**src/rtl/mem_arb_pkg.sv**
```systemverilog
// Shared definitions for the two-requester memory arbiter.
//   mem_cmd_e   : requester command encodings (2'b11 is unused and means no-op)
//   arb_state_e : arbiter FSM states
//   is_active() : true when a command needs the RAM port
package mem_arb_pkg;

  typedef enum logic [1:0] {
    M_NOP   = 2'b00,
    M_WRITE = 2'b01,
    M_READ  = 2'b10
  } mem_cmd_e;

  typedef enum logic [1:0] {
    IDLE = 2'b00,
    OWN0 = 2'b01,
    OWN1 = 2'b10
  } arb_state_e;

  function automatic logic is_active(input logic [1:0] cmd);
    return (cmd == M_READ) || (cmd == M_WRITE);
  endfunction

endpackage

```
**src/rtl/mem_arbiter_if.sv**
```systemverilog
// Bus bundle between two requesters, the arbiter and a single-port RAM.
//   r0_* / r1_* : requester command/address/write data in; grant, read data,
//                 read-valid out
//   mem_*       : shared RAM port (write strobe, address, write data out;
//                 read data in)
// slave  : arbiter side
// master : requesters + RAM side (testbench / top level)
interface mem_arbiter_if #(
  parameter int ADDR_W = 8,
  parameter int DATA_W = 16
);
  logic [1:0]        r0_cmd,    r1_cmd;
  logic [ADDR_W-1:0] r0_addr,   r1_addr;
  logic [DATA_W-1:0] r0_wdata,  r1_wdata;
  logic              r0_gnt,    r1_gnt;
  logic [DATA_W-1:0] r0_rdata,  r1_rdata;
  logic              r0_rvalid, r1_rvalid;

  logic              mem_write;
  logic [ADDR_W-1:0] mem_addr;
  logic [DATA_W-1:0] mem_wdata;
  logic [DATA_W-1:0] mem_rdata;

  modport slave (
    input  r0_cmd, r1_cmd, r0_addr, r1_addr, r0_wdata, r1_wdata, mem_rdata,
    output r0_gnt, r1_gnt, r0_rdata, r1_rdata, r0_rvalid, r1_rvalid,
           mem_write, mem_addr, mem_wdata
  );

  modport master (
    output r0_cmd, r1_cmd, r0_addr, r1_addr, r0_wdata, r1_wdata, mem_rdata,
    input  r0_gnt, r1_gnt, r0_rdata, r1_rdata, r0_rvalid, r1_rvalid,
           mem_write, mem_addr, mem_wdata
  );
endinterface

```
**src/rtl/mem_arbiter.sv**
```systemverilog
// Two-requester arbiter for one shared single-port RAM.
//   clk, reset : single clock, synchronous active-high reset
//   bus        : mem_arbiter_if.slave (requester handshakes + RAM port)
// Grants are combinational in the request cycle. An owner keeps the port for
// up to MAX_HOLD consecutive cycles while the other side waits, then the port
// is handed over. Read data is captured at the rising edge that ends the grant
// cycle (the RAM presents it on the falling edge), so rvalid follows one
// cycle later.
module mem_arbiter
  import mem_arb_pkg::*;
#(
  parameter int ADDR_W   = 8,
  parameter int DATA_W   = 16,
  parameter int MAX_HOLD = 4
) (
  input  logic       clk,
  input  logic       reset,
  mem_arbiter_if.slave bus
);

  localparam int HW = (MAX_HOLD < 1) ? 1 : $clog2(MAX_HOLD + 1);
  localparam logic [HW-1:0] HOLD_MAX = HW'(MAX_HOLD);
  localparam logic [HW-1:0] HOLD_ONE = HW'(1);

  arb_state_e        state_q, state_d;
  logic [HW-1:0]     hold_q,  hold_d;
  logic              last_q,  last_d;   // 0: r0 served last, 1: r1 served last
  logic              act0, act1, pick;
  logic              gnt0, gnt1, any_gnt;
  logic [ADDR_W-1:0] addr_q;
  logic [DATA_W-1:0] wdata_q;
  logic [DATA_W-1:0] rdata0_q, rdata1_q;
  logic              rvalid0_q, rvalid1_q;
  logic              rd0, rd1;

  assign act0 = is_active(bus.r0_cmd);
  assign act1 = is_active(bus.r1_cmd);

  always_comb begin
    state_d = state_q;
    hold_d  = hold_q;
    last_d  = last_q;
    gnt0    = 1'b0;
    gnt1    = 1'b0;
    pick    = 1'b0;
    if (!reset) begin
      case (state_q)
        OWN0:
          if (act0) begin
            if (!act1 || hold_q < HOLD_MAX) begin
              gnt0 = 1'b1;
              if (hold_q < HOLD_MAX) hold_d = hold_q + HOLD_ONE;
            end else begin
              gnt1    = 1'b1;
              state_d = OWN1;
              hold_d  = HOLD_ONE;
            end
          end else begin
            pick = 1'b1;
          end
        OWN1:
          if (act1) begin
            if (!act0 || hold_q < HOLD_MAX) begin
              gnt1 = 1'b1;
              if (hold_q < HOLD_MAX) hold_d = hold_q + HOLD_ONE;
            end else begin
              gnt0    = 1'b1;
              state_d = OWN0;
              hold_d  = HOLD_ONE;
            end
          end else begin
            pick = 1'b1;
          end
        default: pick = 1'b1;
      endcase

      // Fresh arbitration: a tie goes to whoever was not served last.
      if (pick) begin
        if (act0 && (!act1 || last_q)) begin
          gnt0    = 1'b1;
          state_d = OWN0;
          hold_d  = HOLD_ONE;
        end else if (act1) begin
          gnt1    = 1'b1;
          state_d = OWN1;
          hold_d  = HOLD_ONE;
        end else begin
          state_d = IDLE;
          hold_d  = '0;
        end
      end

      if (gnt0) last_d = 1'b0;
      if (gnt1) last_d = 1'b1;
    end
  end

  assign any_gnt = gnt0 | gnt1;
  assign rd0     = gnt0 && (bus.r0_cmd == M_READ);
  assign rd1     = gnt1 && (bus.r1_cmd == M_READ);

  assign bus.r0_gnt    = gnt0;
  assign bus.r1_gnt    = gnt1;
  assign bus.mem_write = (gnt0 && bus.r0_cmd == M_WRITE) ||
                         (gnt1 && bus.r1_cmd == M_WRITE);
  // Idle port keeps the last granted address/data to avoid needless toggling.
  assign bus.mem_addr  = gnt1 ? bus.r1_addr  : (gnt0 ? bus.r0_addr  : addr_q);
  assign bus.mem_wdata = gnt1 ? bus.r1_wdata : (gnt0 ? bus.r0_wdata : wdata_q);

  assign bus.r0_rdata  = rdata0_q;
  assign bus.r1_rdata  = rdata1_q;
  // A read granted just before reset must not surface its pulse in the reset
  // cycle, so the valid is masked by reset itself.
  assign bus.r0_rvalid = rvalid0_q & ~reset;
  assign bus.r1_rvalid = rvalid1_q & ~reset;

  always_ff @(posedge clk) begin
    if (reset) begin
      state_q   <= IDLE;
      hold_q    <= '0;
      last_q    <= 1'b1;
      addr_q    <= '0;
      wdata_q   <= '0;
      rdata0_q  <= '0;
      rdata1_q  <= '0;
      rvalid0_q <= 1'b0;
      rvalid1_q <= 1'b0;
    end else begin
      state_q   <= state_d;
      hold_q    <= hold_d;
      last_q    <= last_d;
      if (any_gnt) begin
        addr_q  <= bus.mem_addr;
        wdata_q <= bus.mem_wdata;
      end
      rvalid0_q <= rd0;
      rvalid1_q <= rd1;
      if (rd0) rdata0_q <= bus.mem_rdata;
      if (rd1) rdata1_q <= bus.mem_rdata;
    end
  end

endmodule

```
**src/flat_wrapper.sv**
```systemverilog
// flat-port wrapper written by rule: the top's interface ports become plain ports
module mem_arbiter_flat import mem_arb_pkg::*;
#(
  parameter int ADDR_W   = 8,
  parameter int DATA_W   = 16,
  parameter int MAX_HOLD = 4
)
  (clk, reset, bus_r0_cmd, bus_r1_cmd, bus_r0_addr, bus_r1_addr, bus_r0_wdata, bus_r1_wdata, bus_mem_rdata, bus_r0_gnt, bus_r1_gnt, bus_r0_rdata, bus_r1_rdata, bus_r0_rvalid, bus_r1_rvalid, bus_mem_write, bus_mem_addr, bus_mem_wdata);
  mem_arbiter_if #(.ADDR_W(ADDR_W), .DATA_W(DATA_W)) bus_i ();
  input  logic clk;
  input  logic reset;
  input wire logic [$bits(bus_i.r0_cmd)-1:0] bus_r0_cmd;
  input wire logic [$bits(bus_i.r1_cmd)-1:0] bus_r1_cmd;
  input wire logic [$bits(bus_i.r0_addr)-1:0] bus_r0_addr;
  input wire logic [$bits(bus_i.r1_addr)-1:0] bus_r1_addr;
  input wire logic [$bits(bus_i.r0_wdata)-1:0] bus_r0_wdata;
  input wire logic [$bits(bus_i.r1_wdata)-1:0] bus_r1_wdata;
  input wire logic [$bits(bus_i.mem_rdata)-1:0] bus_mem_rdata;
  output wire logic [$bits(bus_i.r0_gnt)-1:0] bus_r0_gnt;
  output wire logic [$bits(bus_i.r1_gnt)-1:0] bus_r1_gnt;
  output wire logic [$bits(bus_i.r0_rdata)-1:0] bus_r0_rdata;
  output wire logic [$bits(bus_i.r1_rdata)-1:0] bus_r1_rdata;
  output wire logic [$bits(bus_i.r0_rvalid)-1:0] bus_r0_rvalid;
  output wire logic [$bits(bus_i.r1_rvalid)-1:0] bus_r1_rvalid;
  output wire logic [$bits(bus_i.mem_write)-1:0] bus_mem_write;
  output wire logic [$bits(bus_i.mem_addr)-1:0] bus_mem_addr;
  output wire logic [$bits(bus_i.mem_wdata)-1:0] bus_mem_wdata;
  assign bus_i.r0_cmd = bus_r0_cmd;
  assign bus_i.r1_cmd = bus_r1_cmd;
  assign bus_i.r0_addr = bus_r0_addr;
  assign bus_i.r1_addr = bus_r1_addr;
  assign bus_i.r0_wdata = bus_r0_wdata;
  assign bus_i.r1_wdata = bus_r1_wdata;
  assign bus_i.mem_rdata = bus_mem_rdata;
  assign bus_r0_gnt = bus_i.r0_gnt;
  assign bus_r1_gnt = bus_i.r1_gnt;
  assign bus_r0_rdata = bus_i.r0_rdata;
  assign bus_r1_rdata = bus_i.r1_rdata;
  assign bus_r0_rvalid = bus_i.r0_rvalid;
  assign bus_r1_rvalid = bus_i.r1_rvalid;
  assign bus_mem_write = bus_i.mem_write;
  assign bus_mem_addr = bus_i.mem_addr;
  assign bus_mem_wdata = bus_i.mem_wdata;
  mem_arbiter #(.ADDR_W(ADDR_W), .DATA_W(DATA_W), .MAX_HOLD(MAX_HOLD)) u_core (.clk(clk), .reset(reset), .bus(bus_i));
endmodule
```
**config.mk**
```make
export PLATFORM = sky130hd
export DESIGN_NAME = mem_arbiter_flat
export DESIGN_NICKNAME = d
export VERILOG_FILES = /design/src/rtl/mem_arb_pkg.sv /design/src/rtl/mem_arbiter_if.sv /design/src/rtl/mem_arbiter.sv /design/src/flat_wrapper.sv
export SDC_FILE = /design/constraint.sdc
export NUM_CORES = 1
export LEC_CHECK = 0
export CORE_MARGIN = 2
export CORE_UTILIZATION = 45
export DETAILED_ROUTE_END_ITERATION = 8
export GPL_ROUTABILITY_DRIVEN = 0
export PLACE_DENSITY = 0.92
export SLEW_MARGIN = 40
export SYNTH_ARGS = -nofsm -noshare
export SYNTH_HDL_FRONTEND = slang
export SYNTH_SLANG_ARGS = --single-unit
```
**constraint.sdc**
```tcl
create_clock -name clk -period 4 [get_ports clk]
set_input_delay 1 -clock clk [delete_from_list [all_inputs] [get_ports clk]]
set_output_delay 1 -clock clk [all_outputs]
set_load 0.05 [all_outputs]
```
==> impl_metrics.csv, run 1 <==
group,metric,value,unit
floorplanning,io_pins,131,
yosys,yosys.area.top_type,"dfxtp_1",
clock_network,htreeDepth,3,
global_route,grt_max_degree,34,
yosys,syn-num-nets,493,
floorplanning,die_w,92.1,microns
yosys,yosysSeqAreaShare,36.7,%
floorplanning,initial_core_util,45.9,%
worst_setup_path,crit_start,"bus_r1_cmd[0]",
worst_setup_path,path_max_fanout,8,
yosys,synthArstFlopShare,0,%
worst_setup_path,crit_slowest_cell,"or3b_4",
detailed_routing,detail_route.wl_per_cell,16.4,microns
floorplanning,die_area,0.00848,sq mm
clock_network,worstSkewPairLatency,340,ps
cells_and_area,antennaDiodeCount,0,
yosys,synth_area_per_cell,8.39,sq um
pwr,power_density,766,mW/mm^2
clock_network,cts.sinks,64,
yosys,synth_ff_type,"dfxtp_1",
floorplanning,rows,32,
place,place_hpwl,6.76,mm
sta,clock-skew-final,8.89,ps
sta,max_freq,252,MHz
sta,slew_viol_final,0,
yosys,ys_types,39,
floorplanning,die_y,92.1,microns
floorplanning,fp.coreArea,0.00761,sq mm
hold_path,hold_path.class,"reg -> reg",
run,cap_violations,0,
detailed_routing,vias_per_cell,5.52,
worst_setup_path,crit_chain,"buf_8 -> inv_4 -> ha_4 -> or3b_4 -> o31ai_4 -> a21oi_4 -> buf_6 -> a21o_4 -> buf_8 -> a211o_4 -> buf_8",
sta,rsz0062_at_grt,"no",
pwr,vdd_drop_max,0.541,mV
clock_network,cts_root_buffer,"clkbuf_8",
pwr,p_seq_share,20.5,%
cells_and_area,final_util,75.5,%
pwr,p_int,2.46,mW
detailed_routing,drt_iter0_markers,189,
global_route,antenna_found_initial,0,
cells_and_area,fin_nets,640,
clock_network,numCtsBuffers,9,
global_route,grtUsageTotal,25.1,%
detailed_routing,drc,0,
pwr,p_clk_share,14.1,%
sta,setup_viol,0,
worst_setup_path,crit_top_cell,"buf_8",
clock_network,clk_path_buf_depth,2,
worst_setup_path,regToRegStartpoint,"u_core.state_q[0]",
detailed_routing,antenna_left,0,
detailed_routing,first_pass_iters,4,
yosys,yosysWarnings,0,
cells_and_area,multi_input_area,0.00217,sq mm
yosys,yosysMostFrequentCell,"nand2_1",
detailed_routing,wl,11.0,mm
pwr,leakage,2.45,nW
yosys,synth-edff-count,0,
sta,relSlewSlack,64.7,%
worst_setup_path,crit_path_end_kind,"primary output",
hold_path,hold_path.startpoint,"u_core.bus.r0_rdata[5]",
yosys,synth-seq-cells,64,
sta,fin_hold_ws,476,ps
pwr,swShare,44.2,%
sta,fin_crit,3960,ps
sta,worstMarginPinSlew,528,ps
sta,hold_viol,0,
yosys,yosysTopAreaCellShare,36.7,%
cells_and_area,drive_gt1_share,25.9,%
yosys,synth_area,0.00349,sq mm
place,io_buffers,130,
sta,fin_crit_sh,99.1,%
worst_setup_path,cp.arrival,2960,ps
yosys,synth_area_leaders,"dfxtp_1 (37%), nand2_1 (7.2%), a311oi_1 (6.5%)",
pwr,combPwrFrac,65.4,%
global_route,grt_remaining_overflow,0,
clock_network,clk_pin_slew,70,ps
cells_and_area,n_fill_cell,516,
worst_setup_path,slowest_delay,400,ps
cells_and_area,synthToLayoutAreaGrowth,64.4,%
outcome,outcome,"completed",
yosys,synth_common_cells,"nand2_1 (67), dfxtp_1 (64), nor2_1 (34), a311oi_1 (26), nor3b_1 (25)",
yosys,netlist_instances,416,
worst_setup_path,rr_worst_depth,11,
pwr,p_sw,1.94,mW
worst_setup_path,critPathRequiredTime,3000,ps
global_route,grt_pass1_wl,17.2,mm
cells_and_area,seq_area,0.00128,sq mm
worst_setup_path,crit_path_start_kind,"input port",
hold_path,worstHoldPathCells,2,
clock_network,cts_tree,"built",
detailed_routing,vias,3700,
global_route,grt_pass1_vias,3636,
worst_setup_path,critPathKind,"in -> out",
## what timing repair did
action,CTS,global route
resized for setup,73,14
endpoints found under the setup margin,27,25
hold buffers,0,0
pin swaps,16,9
buffers inserted,11,0
cloned,5,2
hold endpoints to repair,0,0
## cells in the final DEF, fill, tap and decap left out, types with 3 or more instances in the layout
cell and n:
a211o_1 5, a211o_2 12, a211o_4 7, a311oi_1 26, and3_1 23, buf_12 7
buf_4 30, buf_6 17, buf_8 14, clkbuf_8 9, clkdlybuf4s50_1 98, clkinv_4 3
dfxtp_1 64, ha_1 5, inv_1 5, mux2_2 8, mux2_4 10, nand2_1 67
nand2b_1 17, nor2_1 32, nor2b_1 20, nor3_1 3, nor3b_1 24, o21ai_0 16
## worst max-delay path: cells and delay by family
family / cells / cell delay (ps)
buffers and inverters: 5 / 590
adders and majority gates: 1 / 200
and+or+nand+nor: 1 / 400
AOI/OAI and AO/OA: 4 / 760
## flip-flops by register name, summed over array words and instances, names as in the netlist
| name | cells |
|---|---|
| u_core.addr_q | 8 |
| u_core.last_q | 1 |
| u_core.bus.r0_rdata | 16 |
| u_core.rvalid0_q | 1 |
| u_core.bus.r1_rdata | 16 |
| u_core.hold_q | 3 |
| u_core.rvalid1_q | 1 |
| u_core.wdata_q | 16 |
| u_core.state_q | 2 |
## cells by family (layout without fill, tap and decap cells)
group                      after synthesis  in the layout  share of synthesized area, %
AOI/OAI and AO/OA                       81             81                          18.2
xor gates and xnor gates                 1              1                         0.251
adders and majority gates                7              7                          2.51
buffers and inverters                   47            199                          6.13
DFF                                     64             64                          36.7
muxes                                   19             19                          7.06
and+or+nand+nor                        197            197                          29.1
## power groups by stage
stage | combinational, mW | clock (mW) | sequential [mW]
2_1_floorplan | 1.47 | 0 | 0.977
3_3_place_gp | 2.20 | 0 | 0.893
3_5_place_dp | 2.25 | 0 | 0.900
4_1_cts | 2.79 | 0.628 | 0.894
5_1_grt | 3.03 | 0.660 | 0.918
6_report | 2.88 | 0.619 | 0.902
## worst paths after layout
path / end / slack, ps
max reg2reg: u_core.bus.r1_rdata[14] / 1090
min reg2reg: u_core.bus.r0_rdata[5] / 480
min: u_core.bus.r0_rdata[5] / 480
max: bus_mem_wdata[5] / 40
## area by class of cell
class                      instances  area share (%)
sequential                        64            22.3
timing repair buffer             175            33.3
inverter                           8           0.567
clock buffer                       9            2.16
tap                              102            2.22
multi-input combinational        305            37.8
clock inverter                     7            1.68
## layer usage
layer | vias up | routed length, microns | GRT usage [%]
li1 | 1751 | - | -
met3 | 19 | 799 | 6.00
met2 | 168 | 5500 | 43.6
met1 | 1762 | 4470 | 30.4
met5 | - | 0 | 0
met4 | 0 | 194 | 8.71
## metrics by stage
step | instance area, sq um | setup TNS (ps) | cells | power (mW) | setup slack [ps]
floorplan | 3530 | -53.3 | 416 | 2.45 | -53.3
global placement | 4970 | -9920 | 636 | 3.09 | -418
detailed placement | 4970 | -11060 | 636 | 3.14 | -460
CTS | 5650 | -86.1 | 668 | 4.31 | -17.3
global route | 5740 | 0 | 670 | 4.61 | 1.67
finish | 5740 | 0 | 670 | 4.40 | 37.7
Note: power is estimated with default switching activity, not from simulation.
==> run 2, diff against run 1 <==
GPL_TIMING_DRIVEN = 0   (was not set)
==> run 2 against run 1 <==
Design area is 2.6% lower. Combinational power is 5% lower. Clock power hardly changed. Largest cell class unchanged. Wire length is 10% higher. Sequential share of layout area is 0.58 points higher. The run now ends with setup timing left. Critical path type unchanged. Core utilization is 1.9 points lower. Critical endpoint is now bus_mem_addr[2]. Register-to-register slack worse by 20 ps.
==> impl_metrics.csv, run 2 (synthesis gave the netlist of run 1 again) <==
group,metric,value,unit
detailed_routing,drc,0,
sta,rsz0062_at_grt,"yes",
clock_network,htreeDepth,3,
detailed_routing,wl,12.1,mm
place,place_ws,-1510,ps
worst_setup_path,path_max_fanout,6,
floorplanning,rows,32,
detailed_routing,drt_iter0_markers,323,
floorplanning,io_pins,131,
floorplanning,die_w,92.1,microns
place,place_hpwl,7.87,mm
sta,slew_viol_final,0,
pwr,power_density,764,mW/mm^2
worst_setup_path,crit_path_end_kind,"primary output",
clock_network,numCtsBuffers,9,
detailed_routing,detail_route.wl_per_cell,17.8,microns
clock_network,worstSkewPairLatency,350,ps
sta,clock-skew-final,14.7,ps
floorplanning,initial_core_util,45.9,%
worst_setup_path,slowest_delay,410,ps
clock_network,cts_tree,"built",
cells_and_area,fin_nets,649,
clock_network,cts_root_buffer,"clkbuf_8",
worst_setup_path,crit_path_start_kind,"input port",
sta,fin_crit_sh,101,%
pwr,vdd_drop_max,0.520,mV
detailed_routing,vias,3888,
worst_setup_path,crit_chain,"buf_8 -> ha_4 -> or3b_4 -> o31ai_4 -> a21oi_4 -> buf_6 -> a21o_4 -> buf_6 -> buf_8 -> a211o_4 -> buf_8",
hold_path,hold_path.class,"reg -> reg",
sta,setup_viol,4,
worst_setup_path,cp_top_family,"compound AO/OA/AOI/OAI gates",
outcome,outcome,"complete, but fails checks",
run,cap_violations,0,
global_route,grtUsageTotal,28.2,%
clock_network,hold_buffers,0,
sta,fin_crit,4040,ps
global_route,grt_pass1_vias,4013,
worst_setup_path,crit_top_cell,"buf_8",
hold_path,worstHoldPathCells,2,
clock_network,clk_path_buf_depth,2,
clock_network,clk_pin_slew,70,ps
cells_and_area,layout_commonest_cell,"clkdlybuf4s50_1",
sta,max_freq,247,MHz
floorplanning,die_area,0.00848,sq mm
sta,hold_viol,0,
floorplanning,fp.coreArea,0.00761,sq mm
place,place_inst,648,
outcome,violations,"setup timing",
cells_and_area,fin_area,0.00559,sq mm
sta,worstMarginPinSlew,714,ps
sta,relSlewSlack,52.4,%
worst_setup_path,critPathKind,"in -> out",
worst_setup_path,cp.arrival,3040,ps
cells_and_area,synthToLayoutAreaGrowth,60.2,%
global_route,antenna_found_initial,0,
cells_and_area,final_util,73.5,%
floorplanning,die_y,92.1,microns
global_route,grt_max_degree,17,
worst_setup_path,rr_worst_depth,13,
cells_and_area,antennaDiodeCount,0,
global_route,grt_remaining_overflow,0,
cells_and_area,mostFrequentLayoutCells,"clkdlybuf4s50_1 (97), nand2_1 (67), dfxtp_1 (64)",
worst_setup_path,crit_slowest_cell,"or3b_4",
global_route,grt_pass1_wl,19.2,mm
detailed_routing,first_pass_iters,5,
worst_setup_path,crit_cells,11,
place,dpl_cell_area,0.00495,sq mm
clock_network,cts.sinks,64,
detailed_routing,vias_per_cell,5.73,
sta,worst_slack,-42.2,ps
cells_and_area,drive_gt1_share,23.9,%
pwr,leakage,2.41,nW
detailed_routing,antenna_left,0,
place,io_buffers,130,
worst_setup_path,crit_buf_inv,5,
cells_and_area,instances_no_fill,679,
worst_setup_path,critPathRequiredTime,3000,ps
==> run 2: final timing paths <==
kind,from,to,slack (ps)
hold reg to reg,u_core.bus.r0_rdata[7],u_core.bus.r0_rdata[7],480
hold / removal,u_core.bus.r0_rdata[7],u_core.bus.r0_rdata[7],480
setup / recovery,bus_r1_cmd[1],bus_mem_addr[2],-40
setup reg to reg,u_core.state_q[0],u_core.bus.r1_rdata[7],1070
==> run 2: per-stage QoR <==
step | power, mW | setup TNS [ps] | hold slack, ps
global placement | 3.10 | -36720 | 454
floorplan | 2.45 | -53.3 | 455
detailed placement | 3.14 | -37800 | 465
finish | 4.27 | -148 | 479
global route | 4.43 | -239 | 507
CTS | 4.15 | -96.7 | 478
==> run 2: layer usage <==
layer,part of all wire (%),track usage [%]
met1,39,31.8
met4,3.1,11.3
met2,49,50.6
met3,9.1,7.15
met5,0,0
==> run 2: final cells by class <==
class	instances	area [sq um]
inverter	8	35.0
timing repair buffer	146	1500
buffer	38	274
fill	496	2010
sequential	64	1280
clock inverter	6	83.8
tap	102	128
clock buffer	10	128
multi-input combinational	305	2160
==> run 2: where the power goes <==
group	switching, mW	internal (mW)	total, mW
clock network	0.272	0.349	0.621
registers	0.103	0.802	0.905
logic	1.61	1.13	2.75
==> run 2: what timing repair did <==
action / in CTS / in global routing
setup buffers: 13 / 1
setup endpoints to repair: 29 / 29
gates resized for setup: 250 / 20
cloned: 2 / 0
pin swaps: 13 / 4
hold endpoints to repair: 0 / 0
==> run 2: worst min-delay path, cell delays in order (launching register included) <==
cell and delay, ps:
dfxtp_1 310, nand2b_1 60, o21ai_0 60
==> run 3, diff against run 2 <==
SETUP_SLACK_MARGIN = 0.1   (was not set)
SLEW_MARGIN = 25   (was 40)
==> run 3 against run 2 <==
The flow still finishes with violations (setup timing). First-iteration DRC count rose by 3.4%. Final cell count rose by 0.44%. Fmax fell by 0.69%. Die area did not move. Count of clock-buffer cells in the layout did not move. Global-route usage rose by 2.1 points. Clock skew fell by 4.4 ps. Sequential share of layout area fell by 0.81 points. Highest routed layer unchanged.
==> impl_metrics.csv, run 3 (synthesis gave the netlist of run 1 again) <==
group,metric,value,unit
outcome,outcome,"complete, but fails checks",
outcome,violations,"setup timing",
pwr,leakage,2.44,nW
clock_network,cts_tree,"built",
clock_network,htreeDepth,3,
detailed_routing,vias_per_cell,5.86,
clock_network,clk_path_buf_depth,2,
cells_and_area,drive_gt1_share,24.7,%
detailed_routing,detail_route.wl_per_cell,18.9,microns
clock_network,hold_buffers,0,
floorplanning,fp.coreArea,0.00761,sq mm
cells_and_area,fin_nets,652,
place,io_buffers,130,
detailed_routing,drt_iter0_markers,334,
cells_and_area,final_util,76.2,%
pwr,vdd_drop_max,0.639,mV
global_route,grtUsageMet1,34.1,%
worst_setup_path,critPathRequiredTime,3000,ps
sta,hold_viol,0,
worst_setup_path,path_max_fanout,5,
clock_network,clk_pin_slew,80,ps
cells_and_area,seq_area,0.00128,sq mm
worst_setup_path,r2r_slack,1000,ps
pwr,power_density,774,mW/mm^2
cells_and_area,synthToLayoutAreaGrowth,66.0,%
sta,fin_crit_sh,102,%
sta,setup_viol,14,
global_route,grt_max_degree,13,
floorplanning,die_w,92.1,microns
global_route,grt_pass1_vias,4108,
sta,relSlewSlack,60.8,%
detailed_routing,vias,3996,
detailed_routing,wl,12.9,mm
sta,worst_slack,-70.2,ps
global_route,grtUsageTotal,30.3,%
worst_setup_path,crit_path_end_kind,"primary output",
cells_and_area,n_fill_cell,458,
worst_setup_path,cp.arrival,3070,ps
clock_network,numCtsBuffers,9,
place,place_hpwl,8.14,mm
floorplanning,initial_core_util,45.9,%
sta,slew_viol_final,0,
cells_and_area,mostFrequentLayoutCells,"clkdlybuf4s50_1 (97), nand2_1 (67), dfxtp_1 (64)",
hold_path,hold_path.class,"reg -> reg",
clock_network,cts.sinks,64,
worst_setup_path,critPathKind,"in -> out",
global_route,grt_util_met2,52.1,%
detailed_routing,drc,0,
detailed_routing,first_pass_iters,5,
global_route,grt_pass1_wl,20.2,mm
floorplanning,die_y,92.1,microns
cells_and_area,layout_commonest_cell,"clkdlybuf4s50_1",
place,place_inst,648,
clock_network,cts_root_buffer,"clkbuf_8",
hold_path,worstHoldPathCells,2,
floorplanning,rows,32,
global_route,antenna_found_initial,0,
clock_network,worstSkewPairLatency,360,ps
worst_setup_path,rr_worst_depth,12,
cells_and_area,antennaDiodeCount,0,
global_route,grt_remaining_overflow,0,
cells_and_area,instances_no_fill,682,
floorplanning,die_area,0.00848,sq mm
worst_setup_path,crit_path_start_kind,"input port",
sta,clock-skew-final,10.4,ps
global_route,busiest_layer,"met2",
global_route,grt_util_met3,7.56,%
cells_and_area,multi_input_area,0.00226,sq mm
detailed_routing,antenna_left,0,
sta,fin_crit,4070,ps
run,cap_violations,0,
floorplanning,io_pins,131,
sta,rsz0062_at_grt,"yes",
sta,worstMarginPinSlew,589,ps
sta,max_freq,246,MHz
[run 3: cell types whose count changed in the layout (fill, tap and decap cells not counted), sizes merged]
cell | before | now
dlygate4sd2 | 1 | 3
bufinv | 2 | 1
clkinvlp | 0 | 1
dlymetal6s2s | 2 | 0
buf | 59 | 62
[run 3: worst max-delay path, stage by stage]
cell and delay [ps]:
buf_6 100, ha_4 240, or3b_4 410, o31ai_4 90
a21oi_4 60, buf_6 140, a21o_4 250, buf_12 140
buf_16 130, a211o_4 330, buf_8 160
[run 3: cell type report]
class / instances / share of cell area [%]
clock inverter: 6 / 1.19
timing repair buffer: 149 / 27.7
clock buffer: 10 / 2.37
buffer: 38 / 4.88
tap: 102 / 2.20
multi-input combinational: 305 / 38.9
inverter: 8 / 0.604
sequential: 64 / 22.1
[run 3: repair_timing]
item                       CTS  global route
pin swaps                   23            11
gates cloned                 3             0
resized for setup          282             7
setup endpoints to repair   29            26
buffers inserted            14             3
[run 3: power breakdown]
| part | leakage (nW) | switching, mW | total [mW] | internal (mW) |
|---|---|---|---|---|
| sequential | 0.524 | 0.125 | 0.927 | 0.802 |
| combinational | 1.81 | 1.67 | 2.98 | 1.31 |
| clock | 0.102 | 0.275 | 0.581 | 0.306 |
| total | 2.44 | 2.07 | 4.49 | 2.42 |
[run 3: through the flow]
step	hold slack (ps)	setup TNS [ps]	area, sq um	setup WS [ps]	total power [mW]
floorplan	455	-3.90	3600	-3.90	2.53
global placement	458	-32910	5030	-1320	3.16
finish	471	-645	5800	-70.2	4.49
detailed placement	464	-33720	5030	-1350	3.20
CTS	477	-344	5800	-34.8	4.41
global route	502	-1030	5800	-97.6	4.66
[run 3: worst paths after layout]
check / startpoint / endpoint
max: bus_r1_cmd[1] / bus_mem_addr[1]
min reg2reg: u_core.bus.r0_rdata[14] / u_core.bus.r0_rdata[14]
max reg2reg: u_core.state_q[0] / u_core.bus.r0_rdata[10]
min: u_core.bus.r0_rdata[14] / u_core.bus.r0_rdata[14]
[run 3: metal layers]
layer | part of all wire (%) | up-vias
met5 | 0 | -
met4 | 3.9 | 0
met3 | 9.6 | 60
met2 | 48 | 290
met1 | 38 | 1858
li1 | - | 1788
